### src/rtl/hazard_scoreboard_if.sv
// ----------------------------------------------------------------------------
// hazard_scoreboard_if
//   Bundles the decode-stage signals between the ID stage (master) and the
//   hazard/forwarding controller (slave).
//   master drives : id_valid, id_rs, id_rs_used, id_rd, id_regwrite,
//                   id_is_load, id_long, flush, lw_valid, lw_rd
//   slave drives  : stall, fwd_sel, long_busy, stall_cnt
// ----------------------------------------------------------------------------
interface hazard_scoreboard_if #(
    parameter int NUM_REGS = 32,
    parameter int RW       = 5,
    parameter int NUM_SRC  = 2
);
    logic                    id_valid;
    logic [NUM_SRC*RW-1:0]   id_rs;
    logic [NUM_SRC-1:0]      id_rs_used;
    logic [RW-1:0]           id_rd;
    logic                    id_regwrite;
    logic                    id_is_load;
    logic                    id_long;
    logic                    flush;
    logic                    lw_valid;
    logic [RW-1:0]           lw_rd;
    logic                    stall;
    logic [NUM_SRC*2-1:0]    fwd_sel;
    logic [NUM_REGS-1:0]     long_busy;
    logic [15:0]             stall_cnt;

    modport master (
        output id_valid, id_rs, id_rs_used, id_rd, id_regwrite, id_is_load,
               id_long, flush, lw_valid, lw_rd,
        input  stall, fwd_sel, long_busy, stall_cnt
    );

    modport slave (
        input  id_valid, id_rs, id_rs_used, id_rd, id_regwrite, id_is_load,
               id_long, flush, lw_valid, lw_rd,
        output stall, fwd_sel, long_busy, stall_cnt
    );
endinterface

### src/rtl/hazard_scoreboard.sv
// ----------------------------------------------------------------------------
// hazard_scoreboard
//   Decode-stage hazard and forwarding controller for the 5-stage core.
//   Shadows the destinations of the instructions in EX and MEM, keeps busy
//   bits for outstanding long (mul/div) ops, raises a combinational stall
//   request and presents registered per-operand forward selects together
//   with the instruction as it sits in EX.
// Ports
//   clk    : rising-edge clock
//   rst_n  : asynchronous reset, active low
//   sb     : hazard_scoreboard_if.slave
//            in  id_valid/id_rs/id_rs_used/id_rd/id_regwrite/id_is_load/
//                id_long  - instruction in ID
//            in  flush    - squash the instruction in ID
//            in  lw_valid/lw_rd - long-op writeback
//            out stall    - hold PC and IF/ID, bubble into EX
//            out fwd_sel  - per operand: 00 regfile, 10 EX/MEM, 01 MEM/WB
//            out long_busy- scoreboard busy bits
//            out stall_cnt- saturating count of stall cycles
// ----------------------------------------------------------------------------
module hazard_scoreboard #(
    parameter int NUM_REGS = 32,
    parameter int RW       = 5,
    parameter int NUM_SRC  = 2,
    parameter int MAX_LONG = 4
) (
    input  logic              clk,
    input  logic              rst_n,
    hazard_scoreboard_if.slave sb
);
    localparam int            CW        = $clog2(MAX_LONG + 1);
    localparam logic [CW-1:0] LONG_FULL = CW'(MAX_LONG);

    logic [RW-1:0]        rd_p1;
    logic                 wr_p1;
    logic                 ld_p1;
    logic [RW-1:0]        rd_p2;
    logic                 wr_p2;
    logic [NUM_SRC*2-1:0] fwd_sel_p1;
    logic [NUM_SRC*2-1:0] fwd_nxt;
    logic [NUM_REGS-1:0]  busy;
    logic [NUM_REGS-1:0]  busy_nxt;
    logic [CW-1:0]        long_cnt;
    logic [CW-1:0]        long_cnt_nxt;
    logic [15:0]          stall_cnt_q;
    logic [RW-1:0]        src_idx;
    logic                 src_hz;
    logic                 waw_hz;
    logic                 full_hz;
    logic                 stall_c;
    logic                 issue;
    logic                 adv_ex;
    logic                 set_busy;
    logic                 clr_busy;

    function automatic logic [15:0] sat_inc16(input logic [15:0] v);
        return (v == 16'hFFFF) ? v : v + 16'd1;
    endfunction

    // ID stage: operand hazards and forward-select candidates
    always_comb begin
        src_hz  = 1'b0;
        fwd_nxt = '0;
        src_idx = '0;
        for (int i = 0; i < NUM_SRC; i++) begin
            src_idx = sb.id_rs[i*RW +: RW];
            if (sb.id_rs_used[i] && src_idx != '0) begin
                if (ld_p1 && wr_p1 && rd_p1 == src_idx) src_hz = 1'b1;
                if (busy[src_idx])                      src_hz = 1'b1;
            end
            // EX producer is newer than MEM producer, so it is tested first
            if (wr_p1 && rd_p1 != '0 && rd_p1 == src_idx)
                fwd_nxt[2*i +: 2] = 2'b10;
            else if (wr_p2 && rd_p2 != '0 && rd_p2 == src_idx)
                fwd_nxt[2*i +: 2] = 2'b01;
        end
    end

    // A long op is checked for WAW as well so a destination is never
    // claimed twice in the scoreboard.
    assign waw_hz  = (sb.id_regwrite || sb.id_long) && sb.id_rd != '0 && busy[sb.id_rd];
    // x0 long ops take no slot, so they never wait for one
    assign full_hz = sb.id_long && sb.id_rd != '0 && long_cnt == LONG_FULL;
    assign stall_c = rst_n && sb.id_valid && !sb.flush && (src_hz || waw_hz || full_hz);

    assign issue    = sb.id_valid && !stall_c && !sb.flush;
    assign adv_ex   = issue && !sb.id_long;
    assign set_busy = issue && sb.id_long && sb.id_rd != '0;
    // Writebacks for regs that are not pending are ignored entirely
    assign clr_busy = sb.lw_valid && sb.lw_rd != '0 && busy[sb.lw_rd];

    always_comb begin
        busy_nxt     = busy;
        long_cnt_nxt = long_cnt;
        if (clr_busy) busy_nxt[sb.lw_rd] = 1'b0;
        if (set_busy) busy_nxt[sb.id_rd] = 1'b1;
        if (set_busy && !clr_busy)
            long_cnt_nxt = long_cnt + 1'b1;
        else if (clr_busy && !set_busy)
            long_cnt_nxt = long_cnt - 1'b1;
    end

    // ID -> EX -> MEM shadow pipeline and scoreboard state
    always_ff @(posedge clk or negedge rst_n) begin
        if (!rst_n) begin
            rd_p1       <= '0;
            wr_p1       <= 1'b0;
            ld_p1       <= 1'b0;
            rd_p2       <= '0;
            wr_p2       <= 1'b0;
            fwd_sel_p1  <= '0;
            busy        <= '0;
            long_cnt    <= '0;
            stall_cnt_q <= '0;
        end else begin
            rd_p2 <= rd_p1;
            wr_p2 <= wr_p1;
            if (adv_ex) begin
                rd_p1      <= sb.id_rd;
                wr_p1      <= sb.id_regwrite;
                ld_p1      <= sb.id_is_load;
                fwd_sel_p1 <= fwd_nxt;
            end else begin
                wr_p1      <= 1'b0;
                ld_p1      <= 1'b0;
                fwd_sel_p1 <= '0;
            end
            busy     <= busy_nxt;
            long_cnt <= long_cnt_nxt;
            if (stall_c) stall_cnt_q <= sat_inc16(stall_cnt_q);
        end
    end

    assign sb.stall     = stall_c;
    assign sb.fwd_sel   = fwd_sel_p1;
    assign sb.long_busy = busy;
    assign sb.stall_cnt = stall_cnt_q;

endmodule

### src/flat_wrapper.sv
// flat-port wrapper written by rule: the top's interface ports become plain ports
module hazard_scoreboard_flat 
#(
    parameter int NUM_REGS = 32,
    parameter int RW       = 5,
    parameter int NUM_SRC  = 2,
    parameter int MAX_LONG = 4
)
  (clk, rst_n, sb_id_valid, sb_id_rs, sb_id_rs_used, sb_id_rd, sb_id_regwrite, sb_id_is_load, sb_id_long, sb_flush, sb_lw_valid, sb_lw_rd, sb_stall, sb_fwd_sel, sb_long_busy, sb_stall_cnt);
  hazard_scoreboard_if #(.NUM_REGS(NUM_REGS), .RW(RW), .NUM_SRC(NUM_SRC)) sb_i ();
  input  logic clk;
  input  logic rst_n;
  input wire logic [$bits(sb_i.id_valid)-1:0] sb_id_valid;
  input wire logic [$bits(sb_i.id_rs)-1:0] sb_id_rs;
  input wire logic [$bits(sb_i.id_rs_used)-1:0] sb_id_rs_used;
  input wire logic [$bits(sb_i.id_rd)-1:0] sb_id_rd;
  input wire logic [$bits(sb_i.id_regwrite)-1:0] sb_id_regwrite;
  input wire logic [$bits(sb_i.id_is_load)-1:0] sb_id_is_load;
  input wire logic [$bits(sb_i.id_long)-1:0] sb_id_long;
  input wire logic [$bits(sb_i.flush)-1:0] sb_flush;
  input wire logic [$bits(sb_i.lw_valid)-1:0] sb_lw_valid;
  input wire logic [$bits(sb_i.lw_rd)-1:0] sb_lw_rd;
  output wire logic [$bits(sb_i.stall)-1:0] sb_stall;
  output wire logic [$bits(sb_i.fwd_sel)-1:0] sb_fwd_sel;
  output wire logic [$bits(sb_i.long_busy)-1:0] sb_long_busy;
  output wire logic [$bits(sb_i.stall_cnt)-1:0] sb_stall_cnt;
  assign sb_i.id_valid = sb_id_valid;
  assign sb_i.id_rs = sb_id_rs;
  assign sb_i.id_rs_used = sb_id_rs_used;
  assign sb_i.id_rd = sb_id_rd;
  assign sb_i.id_regwrite = sb_id_regwrite;
  assign sb_i.id_is_load = sb_id_is_load;
  assign sb_i.id_long = sb_id_long;
  assign sb_i.flush = sb_flush;
  assign sb_i.lw_valid = sb_lw_valid;
  assign sb_i.lw_rd = sb_lw_rd;
  assign sb_stall = sb_i.stall;
  assign sb_fwd_sel = sb_i.fwd_sel;
  assign sb_long_busy = sb_i.long_busy;
  assign sb_stall_cnt = sb_i.stall_cnt;
  hazard_scoreboard #(.NUM_REGS(NUM_REGS), .RW(RW), .NUM_SRC(NUM_SRC), .MAX_LONG(MAX_LONG)) u_core (.clk(clk), .rst_n(rst_n), .sb(sb_i));
endmodule
### config.mk
export PLATFORM = sky130hd
export DESIGN_NAME = hazard_scoreboard_flat
export DESIGN_NICKNAME = d
export VERILOG_FILES = /design/src/rtl/hazard_scoreboard_if.sv /design/src/rtl/hazard_scoreboard.sv /design/src/flat_wrapper.sv
export SDC_FILE = /design/constraint.sdc
export NUM_CORES = 1
export LEC_CHECK = 0
export ABC_AREA = 0
export CORE_MARGIN = 2
export CORE_UTILIZATION = 39
export DETAILED_ROUTE_END_ITERATION = 10
export PLACE_DENSITY = 0.73
export SLEW_MARGIN = 20
export SYNTH_ARGS = -nofsm -noshare
export SYNTH_HDL_FRONTEND = slang
export SYNTH_SLANG_ARGS = --single-unit
### constraint.sdc
create_clock -name clk -period 4.15 [get_ports clk]
set_input_delay 0.83 -clock clk [delete_from_list [all_inputs] [get_ports clk]]
set_output_delay 0.83 -clock clk [all_outputs]
set_load 0.005 [all_outputs]
After elaboration in Yosys (flattened, before gate mapping). Index checks and enable logic that the tools add are counted.

Add/subtract/negate cells: 3. Multipliers: 0. Divide/modulo/power cells: 0. Magnitude comparators: 6. Equality and inequality tests: 6. Shift operators: 0. Mux-type cells: 29. Bitwise gates (word level): 4. Reduce and logical (&&, ||, !) cells: 45.

Operators by type and width (count): $mux W32 (2); $and A32 B32 Y32 (1); $not A32 Y32 (1); $or A32 B32 Y32 (1); $reduce_bool A5 Y1 (6); $logic_and A1 B1 Y1 (29); $lt A5 B6 Y1 const B (4); $bmux W1 S5 (4); $eq A5 B5 Y1 (4); $add A16 B1 Y16 const B (1); $eq A16 B16 Y1 const B (1); $mux W1 (16); $demux W1 S5 (2); $ge A5 B1 Y1 const B (2); $mux W3 (2); $logic_not A1 Y1 (5); $mux W2 (2); $mux W4 (1); $add A3 B1 Y3 const B (1); $eq A3 B3 Y1 const B (1); $logic_or A1 B1 Y1 (3); $sub A3 B1 Y3 const B (1); $reduce_and A2 Y1 (1); $reduce_bool A2 Y1 (1); $not A1 Y1 (1).

Bits in registers: 68. Latch bits: 0. Memory bits (writable): 0. Memory bits (read-only): 0. Input port bits: 30. Output and inout bits: 53. Word-level logic and storage cells: 102. Memories: 0.

Depth between registers and ports, before layout. Gate-level depths: netlist of run 1.

Word-level depth: 20. Mapped depth: 17. Gate-level depth less buffers: 14.

Least setup slack after synthesis of run 1. Ideal clock, no wire load.

Path type: input to register. Start: input port sb_id_rs[1]. End: register u_core.long_cnt[2]. Setup time: 79 ps. Arrival time: 3650 ps. Required time: 4071 ps. Slack: 421 ps. Stages: 16. Buffers on the path: 2. Path through: buf_2 -> mux4_2 -> a2bb2oi_1 -> a211oi_1 -> o22a_1 -> o32ai_2 -> o21ai_2 -> buf_2 -> nand3_1 -> nor2_1 -> ha_1 -> inv_1 -> fa_1 -> xor2_1 -> nor2_1 -> xor2_1.

Word-level cells in the longest chain between the ends: 19. Elaborated cells on any way between the ends: 25. Those cells by class: eq/ne: 1; mux: 9; reduce/logical: 15.

Ends and longest elaborated chain: start, declared (line flat_wrapper.sv:14) `input wire logic [$bits(sb_i.id_rs)-1:0] sb_id_rs;`; branches (longest 4 deep; another with $bmux W1 S5); $mux W1 (*) (line hazard_scoreboard.sv:67) `if (sb.id_rs_used[i] && src_idx != '0) begin`; $mux W1 (line hazard_scoreboard.sv:68) `if (ld_p1 && wr_p1 && rd_p1 == src_idx) src_hz = 1'b1;`; $mux W1 (line hazard_scoreboard.sv:69) `if (busy[src_idx]) src_hz = 1'b1;`; $mux W1 (*) (line hazard_scoreboard.sv:67); $logic_or A1 B1 Y1 (*) (2 in a row) (line hazard_scoreboard.sv:84) `assign stall_c = rst_n && sb.id_valid && !sb.flush && (src_hz || waw_hz || full_hz);`; $logic_and A1 B1 Y1 (*) (line hazard_scoreboard.sv:84); $logic_not A1 Y1 (*) (line hazard_scoreboard.sv:86) `assign issue = sb.id_valid && !stall_c && !sb.flush;`; $logic_and A1 B1 Y1 (*) (2 in a row) (line hazard_scoreboard.sv:86); $logic_and A1 B1 Y1 (*) (2 in a row) (line hazard_scoreboard.sv:88) `assign set_busy = issue && sb.id_long && sb.id_rd != '0;`; $logic_not A1 Y1 (line hazard_scoreboard.sv:99) `else if (clr_busy && !set_busy)`; $logic_and A1 B1 Y1 (line hazard_scoreboard.sv:99); $reduce_bool A2 Y1 (no source line); end signal, assigned (line hazard_scoreboard.sv:129) `long_cnt <= long_cnt_nxt;`; end, declared (line hazard_scoreboard.sv:43) `logic [CW-1:0] long_cnt;`.

Every way passes the cells marked *. The select of a mux whose other input is x is not followed. A chain may end at the register's enable or synchronous reset.

Worst setup path in the final report of run 1.
Start: input port sb_id_rd[0]. End: output port sb_stall.

Word-level cells in the longest chain between the ends: 6. Elaborated cells on any way between the ends: 10. Those cells by class: mux: 2; reduce/logical: 8.

Ends and longest elaborated chain: start, declared (line flat_wrapper.sv:16) `input wire logic [$bits(sb_i.id_rd)-1:0] sb_id_rd;`; $bmux W1 S5 / $reduce_bool A5 Y1 (equally long branches) (line hazard_scoreboard.sv:81, hazard_scoreboard.sv:83); $mux W1 (implied by the code) / $logic_and A1 B1 Y1 (equally long branches) (line hazard_scoreboard.sv:81) `assign waw_hz = (sb.id_regwrite || sb.id_long) && sb.id_rd != '0 && busy[sb.id_rd];`; $logic_and A1 B1 Y1 (line hazard_scoreboard.sv:81); $logic_or A1 B1 Y1 (line hazard_scoreboard.sv:84); $logic_or A1 B1 Y1 (*) (line hazard_scoreboard.sv:84); $logic_and A1 B1 Y1 (*) (line hazard_scoreboard.sv:84); end, declared (line flat_wrapper.sv:23) `output wire logic [$bits(sb_i.stall)-1:0] sb_stall;`.

Mark *: on every way between the ends. The rest lies on a longest branch, timed or not. The select of a mux whose other input is x is not followed.

==> impl_metrics.toml, run 1 <==
[die]
core-area_mm2 = 0.0114
initial_core_util_pct = 39.9
die_h_um = 112
rows = 39
die-area_mm2 = 0.0126
dieWidth_um = 112
ios = 83

[drt]
first_pass_iters = 5
num_vias = 4143
viasPerCell = 5.92
drtIter0Drc = 399
drt-total-wl_um = 14600
drc_errors = 0
ant_nets = 0
wire_per_inst_um = 20.8

[final_layout]
final_common_cell = "clkdlybuf4s50_1"
multi_input_area_mm2 = 0.00265
n_fill_cell = 1033
syn_to_final_growth_pct = 34.7
num_antenna_cells = 0
utilization_pct = 53.8
fin_area_mm2 = 0.00614
drive_gt1_share_pct = 21.2
final_cell_mix = "clkdlybuf4s50_1, dfrtp_1, buf_4, o21ai_0, o21ai_1"
final-seq-area_mm2 = 0.00170
fin_nets = 585

[sta]
worstMarginPinSlew_ns = 0.840
finalSetupViolCount = 1
max_freq_ghz = 0.239
fin_ws_ns = -0.0417
skew_ns = 0.00633
finalHoldViolations = 0
maxSlewHeadroom_pct = 44.0
fin_worst_hold_slack_ns = 0.419
min_period_ns = 4.19
fin_crit_sh_pct = 101
maxSlewViolCount = 0
finalSetupTns_ns = -0.0417

[clock_tree]
cts_tree = "built"
clockRootBuffer = "clkbuf_16"
clock_sinks = 68
ctsHoldBuffers = 0
cts_buffers = 9
htreeDepth = 3
clk_pin_slew_ns = 0.06
clock_latency_ns = 0.34
clockBufferDepth = 2

[global_routing]
grt_pass1_vias = 4233
antenna_found_initial = 0
grt_max_degree = 69
grt_use_total_pct = 23.4
grt_overflow = 0
grt_pass1_wl_um = 22900

[worst_hold_path]
worst_hold_path.num_cells = 0
hold_class = "reg -> reg"

[synthesis]
synth_nets = 469
syn_area_per_cell_um2 = 10.5
synthCells = 436
yosysUniqueCellTypes = 66
ys_warn_count = 0
ys_ff_latch = 68
synth_top_area_share_pct = 37.3
syn_area_mm2 = 0.00456
synth_area_leaders = "dfrtp_1, mux4_2, xor2_1"
synth_top_area_cell = "dfrtp_1"
synthFlopType = "dfrtp_1"
synthArstFlopShare_pct = 100
seq_area_frac_synth_pct = 37.3
synth_edf_count = 0

[setup_path]
path_class = "in -> out"
worst-path-max-fanout = 3
slowest_delay_ns = 0.56
worstPathCellList = "clkdlybuf4s50_1, mux4_2, nor4b_1, a2111oi_1, a31oi_1, o21ai_2, nor2b_1, dlygate4sd2_1"
worstRegToRegCells = 14
cp.arrival_ns = 3.36
crit_slowest_cell = "clkdlybuf4s50_1"
crit_path_start_kind = "input port"
required_ns = 3.32
end_kind = "output port"

[power_and_ir_drop]
clkPwrFrac_pct = 33.1
p_per_area_mw_per_mm2 = 378
switchingPower_uw = 741
sequentialPowerShare_pct = 40.5
combPwrFrac_pct = 26.4
cellInternalPower_uw = 1580
swShare_pct = 31.9
power_leakage_uw = 0.00257
ir_worst_vdd_v = 0.000176

[placed_design]
placedInstanceArea_mm2 = 0.00577
place_congestion = 0.973
dp_hpwl_um = 10500
numPortBuffers = 82
pre_cts_slack_ns = -0.260

[job]
maxCapViolCount = 0

[outcome]
outcome = "finished with violations"
failed_checks = "setup timing"
-- power by group through the flow --
| stage | clock (uW) | sequential (uW) | combinational, uW |
|---|---|---|---|
| after detailed placement | 0 | 943 | 598 |
| after CTS | 776 | 933 | 602 |
| after floorplan | 0 | 880 | 344 |
| after global routing | 807 | 953 | 669 |
| after global placement | 0 | 939 | 585 |
| final | 769 | 940 | 614 |
-- metrics by stage --
stage                     total power [uW]  cells
after detailed placement              1540    680
final                                 2320    700
after global placement                1520    680
after CTS                             2310    696
after global routing                  2430    700
after floorplan                       1220    436
-- synthesized netlist by cell type, drive strengths merged, types with 4 or more instances --
| library cell | instances |
|---|---|
| o21ai | 70 |
| nand3b | 5 |
| and2 | 5 |
| xnor2 | 9 |
| nor4 | 6 |
| clkbuf | 9 |
| nor2b | 5 |
| o22ai | 6 |
| mux4 | 17 |
| dfrtp | 68 |
| mux2i | 24 |
| or2 | 5 |
| nor3 | 20 |
| nand2 | 20 |
| xor2 | 29 |
| mux2 | 15 |
| buf | 18 |
| nand4 | 6 |
| nand3 | 17 |
| and3 | 5 |
| nand2b | 7 |
| inv | 11 |
| o221ai | 4 |
| nor2 | 11 |
-- flip-flops by register name (all words and copies together) (netlist names) --
name	cells
u_core.wr_p2	1
u_core.sb.stall_cnt	16
u_core.sb.fwd_sel	4
u_core.sb.long_busy	32
u_core.wr_p1	1
u_core.ld_p1	1
u_core.long_cnt	3
u_core.rd_p2	5
u_core.rd_p1	5
-- critical path, delay by kind of cell --
kind | cells | cell delay [ns]
AOI/OAI and AO/OA | 3 | 0.88
buffers and inverters | 2 | 0.83
muxes | 1 | 0.55
and+or+nand+nor | 2 | 0.27
-- layer usage --
metal / global-route usage (%) / up-vias / share of wire, %
met5: 0 / - / 0
met4: 9.35 / 0 / 2.5
met3: 4.21 / 31 / 7.4
met2: 38.2 / 219 / 49
met1: 31.1 / 2023 / 41
li1: - / 1870 / -
-- logic make-up (layout without fill, tap and decap cells) --
family | Yosys count | count (layout) | synth area share [%]
AO/OA/AOI/OAI | 109 | 109 | 14.9
AND/OR/NAND/NOR | 124 | 124 | 16.9
buffers and inverters | 38 | 159 | 4.59
multiplexers | 56 | 56 | 18.0
flip-flops | 68 | 68 | 37.3
XOR/XNOR | 38 | 38 | 7.30
adder cells (fa/ha/maj) | 3 | 3 | 0.988
-- area by class of cell --
| class | count | area share, % |
|---|---|---|
| Tap cell | 143 | 2.91 |
| Inverter | 11 | 0.673 |
| Multi-Input combinational cell | 330 | 43.2 |
| Clock buffer | 9 | 3.67 |
| Clock inverter | 7 | 1.22 |
| Timing Repair Buffer | 132 | 20.6 |
| Sequential cell | 68 | 27.7 |
-- worst paths after layout --
check | from | endpoint | slack [ns]
worst min-delay path | u_core.wr_p1$_DFF_PN0_ | u_core.wr_p2$_DFF_PN0_ | 0.42
max in group asynchronous | rst_n | u_core.sb.stall_cnt[11]$_DFFE_PN0P_ | 2.84
worst max-delay path | sb_id_rd[0] | sb_stall | -0.04
worst max register to register | u_core.sb.long_busy[24]$_DFF_PN0_ | u_core.long_cnt[2]$_DFFE_PN0P_ | 0.62
worst min register to register | u_core.wr_p1$_DFF_PN0_ | u_core.wr_p2$_DFF_PN0_ | 0.42
min in group asynchronous | rst_n | u_core.sb.long_busy[0]$_DFF_PN0_ | 0.77
-- timing repair --
item / in CTS / in global routing
pin swaps: 1 / 2
endpoints found under the setup margin: 1 / 3
gates cloned: 0 / 1
resized for setup: 1 / 8
buffers inserted: 0 / 3
Note: power is estimated with default switching activity, not from simulation.
==> run 2, diff against run 1 <==
CAP_MARGIN = 20   (was default)
CORE_ASPECT_RATIO = 1.75   (was default)
==> impl_metrics.toml, run 2 (synthesis gave the netlist of run 1 again) <==
[die]
dieWidth_um = 85.7
initial_core_util_pct = 39.8
die_h_um = 147
die-area_mm2 = 0.0126
ios = 83
rows = 52
core-area_mm2 = 0.0115

[setup_path]
crit_start = "sb_id_rd[0]"
reg2reg_slack_ns = 0.84
cp.arrival_ns = 3.12
worst-path-max-fanout = 9
end_kind = "output port"
crit_path_start_kind = "input port"
path_class = "in -> out"
r2r-start = "u_core.sb.long_busy[2]$_DFF_PN0_"
crit_end = "sb_stall"
worstRegToRegCells = 15
required_ns = 3.32
reg2reg_to = "u_core.long_cnt[2]$_DFFE_PN0P_"

[worst_hold_path]
worst_hold_path.num_cells = 0
hold_class = "reg -> reg"

[drt]
ant_nets = 0
viasPerCell = 5.96
drtIter0Drc = 261
wire_per_inst_um = 21.0
first_pass_iters = 4
drc_errors = 0
drt-total-wl_um = 14400
num_vias = 4103

[outcome]
outcome = "complete, no violations"

[sta]
skew_ns = 0.00640
fin_crit_sh_pct = 95.2
max_freq_ghz = 0.253
min_period_ns = 3.95
finalHoldViolations = 0
rsz0062_at_grt = "no"
fin_worst_hold_slack_ns = 0.409
finalSetupViolCount = 0
maxSlewViolCount = 0
worstMarginPinSlew_ns = 0.864
maxSlewHeadroom_pct = 42.4

[clock_tree]
htreeDepth = 3
clk_pin_slew_ns = 0.06
cts_tree = "built"
clockRootBuffer = "clkbuf_16"
cts_buffers = 9
ctsHoldBuffers = 0
clock_sinks = 68
clock_latency_ns = 0.34
clockBufferDepth = 2

[placed_design]
placed_cells = 671
dp_hpwl_um = 11000
place_congestion = 0.982
placedInstanceArea_mm2 = 0.00574
numPortBuffers = 82

[job]
maxCapViolCount = 0

[global_routing]
use_met1_pct = 24.7
grt_use_met2_pct = 41.9
use_met3_pct = 4.89
top_usage_layer = "met2"
antenna_found_initial = 0
grt_max_degree = 69
grt_overflow = 0
grt_use_total_pct = 23.6
grt_pass1_vias = 4323
grt_pass1_wl_um = 22600

[power_and_ir_drop]
ir_worst_vdd_v = 0.000293
p_per_area_mw_per_mm2 = 375
power_leakage_uw = 0.00250

[final_layout]
final_cell_mix = "clkdlybuf4s50_1, dfrtp_1, buf_4, o21ai_0, o21ai_1"
drive_gt1_share_pct = 20.4
syn_to_final_growth_pct = 32.3
fin_area_mm2 = 0.00603
utilization_pct = 52.6
fin_nets = 581
final_common_cell = "clkdlybuf4s50_1"
largest_register_ffs = 32
fin_cells = 688
num_antenna_cells = 0
run 2: per-stage QoR:
step	total power, uW	setup TNS, ns	worst slack, ns
6_report	2260	0	0.198
5_1_grt	2370	0	0.108
3_3_place_gp	1520	-0.0821	-0.0575
3_5_place_dp	1540	-0.434	-0.174
4_1_cts	2270	0	0.168
2_1_floorplan	1220	0	0.421
run 2: power breakdown:
| part | total [uW] | switching, uW | internal (uW) |
|---|---|---|---|
| sequential | 929 | 170 | 759 |
| combinational | 606 | 259 | 347 |
| clock | 728 | 315 | 413 |
| total | 2260 | 744 | 1520 |
run 2: worst min-delay path by stage:
stage	from	end	slack, ns
after detailed placement	u_core.wr_p1$_DFF_PN0_	u_core.wr_p2$_DFF_PN0_	0.40
after CTS	u_core.wr_p1$_DFF_PN0_	u_core.wr_p2$_DFF_PN0_	0.41
final	u_core.wr_p1$_DFF_PN0_	u_core.wr_p2$_DFF_PN0_	0.41
after global placement	u_core.wr_p1$_DFF_PN0_	u_core.wr_p2$_DFF_PN0_	0.39
after global routing	u_core.wr_p1$_DFF_PN0_	u_core.wr_p2$_DFF_PN0_	0.41
after floorplan	u_core.wr_p1$_DFF_PN0_	u_core.wr_p2$_DFF_PN0_	0.37
run 2: cell type report:
| type | instances | area, um^2 |
|---|---|---|
| inverters | 11 | 41.3 |
| clock inverters | 7 | 60.1 |
| flip-flops and latches | 68 | 1700 |
| repair buffers | 128 | 1180 |
| fillers | 1021 | 5420 |
| multi-input cells | 330 | 2650 |
| clock buffers | 9 | 225 |
| well taps | 135 | 169 |
run 2: critical path, stage by stage:
cell and delay (ns):
clkdlybuf4s50_1 0.52, buf_4 0.22, mux2i_1 0.26, o22ai_1 0.11, a2111oi_0 0.48, a31oi_1 0.18, o21ai_2 0.20, nor2b_2 0.07
dlygate4sd2_1 0.26
run 2: repair_timing:
item,4_1_cts,5_1_grt
setup endpoints to repair,1,0
setup buffers,0,0
gates resized for setup,4,0
run 2: per-layer routing:
| metal | wire length, um | share of wire [%] |
|---|---|---|
| met1 | 5220 | 36 |
| met2 | 7570 | 53 |
| met3 | 697 | 4.8 |
| met4 | 931 | 6.5 |
| met5 | 0 | 0 |
==> run 3, diff against run 2 <==
CORE_MARGIN = default   (was 2)
==> impl_metrics.toml, run 3 (synthesis gave the netlist of run 1 again) <==
[outcome]
outcome = "complete, no violations"

[clock_tree]
clock_sinks = 68
clockBufferDepth = 2
clockRootBuffer = "clkbuf_16"
clk_pin_slew_ns = 0.06
cts_tree = "built"
htreeDepth = 3
ctsHoldBuffers = 0
cts_buffers = 9
clock_latency_ns = 0.34

[global_routing]
grt_max_degree = 69
antenna_found_initial = 0
grt_pass1_wl_um = 23300
grt_pass1_vias = 4367
grt_overflow = 0
grt_use_total_pct = 24.8

[sta]
rsz0062_at_grt = "no"
max_freq_ghz = 0.251
worstMarginPinSlew_ns = 0.866
finalSetupViolCount = 0
min_period_ns = 3.99
finalHoldViolations = 0
skew_ns = 0.00711
fin_crit_sh_pct = 96.2
maxSlewViolCount = 0
maxSlewHeadroom_pct = 42.3
fin_ws_ns = 0.158

[drt]
drt-total-wl_um = 14700
ant_nets = 0
drtIter0Drc = 245
drc_errors = 0
viasPerCell = 5.96
first_pass_iters = 6
num_vias = 4088
wire_per_inst_um = 21.4

[final_layout]
largest_register_ffs = 32
drive_gt1_share_pct = 20.8
fin_nets = 582
fin_cells = 686
n_fill_cell = 997
final-seq-area_mm2 = 0.00170
syn_to_final_growth_pct = 32.7
multi_input_area_mm2 = 0.00265
final_common_cell = "clkdlybuf4s50_1"
num_antenna_cells = 0
final_cell_mix = "clkdlybuf4s50_1, dfrtp_1, buf_4, o21ai_0, o21ai_1"

[setup_path]
path_class = "in -> out"
end_kind = "output port"
required_ns = 3.32
cp.arrival_ns = 3.16
crit_path_start_kind = "input port"
worst-path-max-fanout = 14

[die]
die-area_mm2 = 0.0121
die_h_um = 145
rows = 51
initial_core_util_pct = 40.6
core-area_mm2 = 0.0112
ios = 83
dieWidth_um = 83.7

[worst_hold_path]
hold_class = "reg -> reg"

[placed_design]
dp_hpwl_um = 11000
placed_cells = 669
pre_cts_slack_ns = -0.123
place_congestion = 1.02
numPortBuffers = 82

[power_and_ir_drop]
ir_worst_vdd_v = 0.000335
power_leakage_uw = 0.00252
p_per_area_mw_per_mm2 = 385

[job]
maxCapViolCount = 0
run 3: worst paths after layout:
| path | start | to | slack (ns) | depth (start not counted) |
|---|---|---|---|---|
| worst min-delay path | u_core.wr_p1$_DFF_PN0_ | u_core.wr_p2$_DFF_PN0_ | 0.41 | 0 |
| worst max register to register | u_core.sb.long_busy[2]$_DFF_PN0_ | u_core.long_cnt[2]$_DFFE_PN0P_ | 0.78 | 15 |
| worst max-delay path | sb_id_rs[5] | sb_stall | 0.16 | 10 |
| max in group asynchronous | rst_n | u_core.rd_p2[1]$_DFF_PN0_ | 2.80 | 2 |
| worst min register to register | u_core.wr_p1$_DFF_PN0_ | u_core.wr_p2$_DFF_PN0_ | 0.41 | 0 |
| min in group asynchronous | rst_n | u_core.sb.long_busy[7]$_DFF_PN0_ | 0.78 | 2 |
run 3: final cells by class:
class,instances,share of cell area (%)
clock inverters,7,1.37
clock buffers,9,3.73
well taps,132,2.73
multi-input cells,330,43.9
inverters,11,0.683
repair buffers,129,19.5
flip-flops and latches,68,28.1
run 3: repair_timing:
action                                  CTS  global route
pin swaps                                 2             1
endpoints found under the setup margin    1             1
resized for setup                         3             1
buffers inserted                          1             0
run 3: power by group:
part           internal [uW]  switching, uW
registers                759            171
logic                    350            261
clock network            475            310
run 3: stage by stage:
| step | TNS (ns) | instance area (um^2) | utilization, % | hold WS [ns] | total power, uW |
|---|---|---|---|---|---|
| 2_1_floorplan | 0 | 4560 | - | 0.368 | 1220 |
| 3_3_place_gp | -0.169 | 5730 | 51.0 | 0.381 | 1520 |
| 3_5_place_dp | -0.328 | 5730 | 51.0 | 0.399 | 1540 |
| 4_1_cts | 0 | 6040 | 53.8 | 0.413 | 2340 |
| 5_1_grt | 0 | 6050 | 53.8 | 0.433 | 2430 |
| 6_report | 0 | 6050 | 53.8 | 0.414 | 2330 |
run 3: metal layers:
metal  vias up  global-route usage [%]  wire, um
li1       1855                       -         -
met3        53                    4.66       851
met2       151                    43.8      7610
met5         -                       0         0
met4         0                    15.6       846
met1      2029                    26.9      5340
run 3: worst max-delay path, cell delays in order:
cell and delay, ns:
clkdlybuf4s50_1 0.51, buf_12 0.17, mux2_2 0.37, a221oi_2 0.25
o221a_2 0.23, o211a_1 0.15, o32ai_2 0.10, o21ai_2 0.18
nor2b_1 0.09, dlygate4sd2_1 0.27
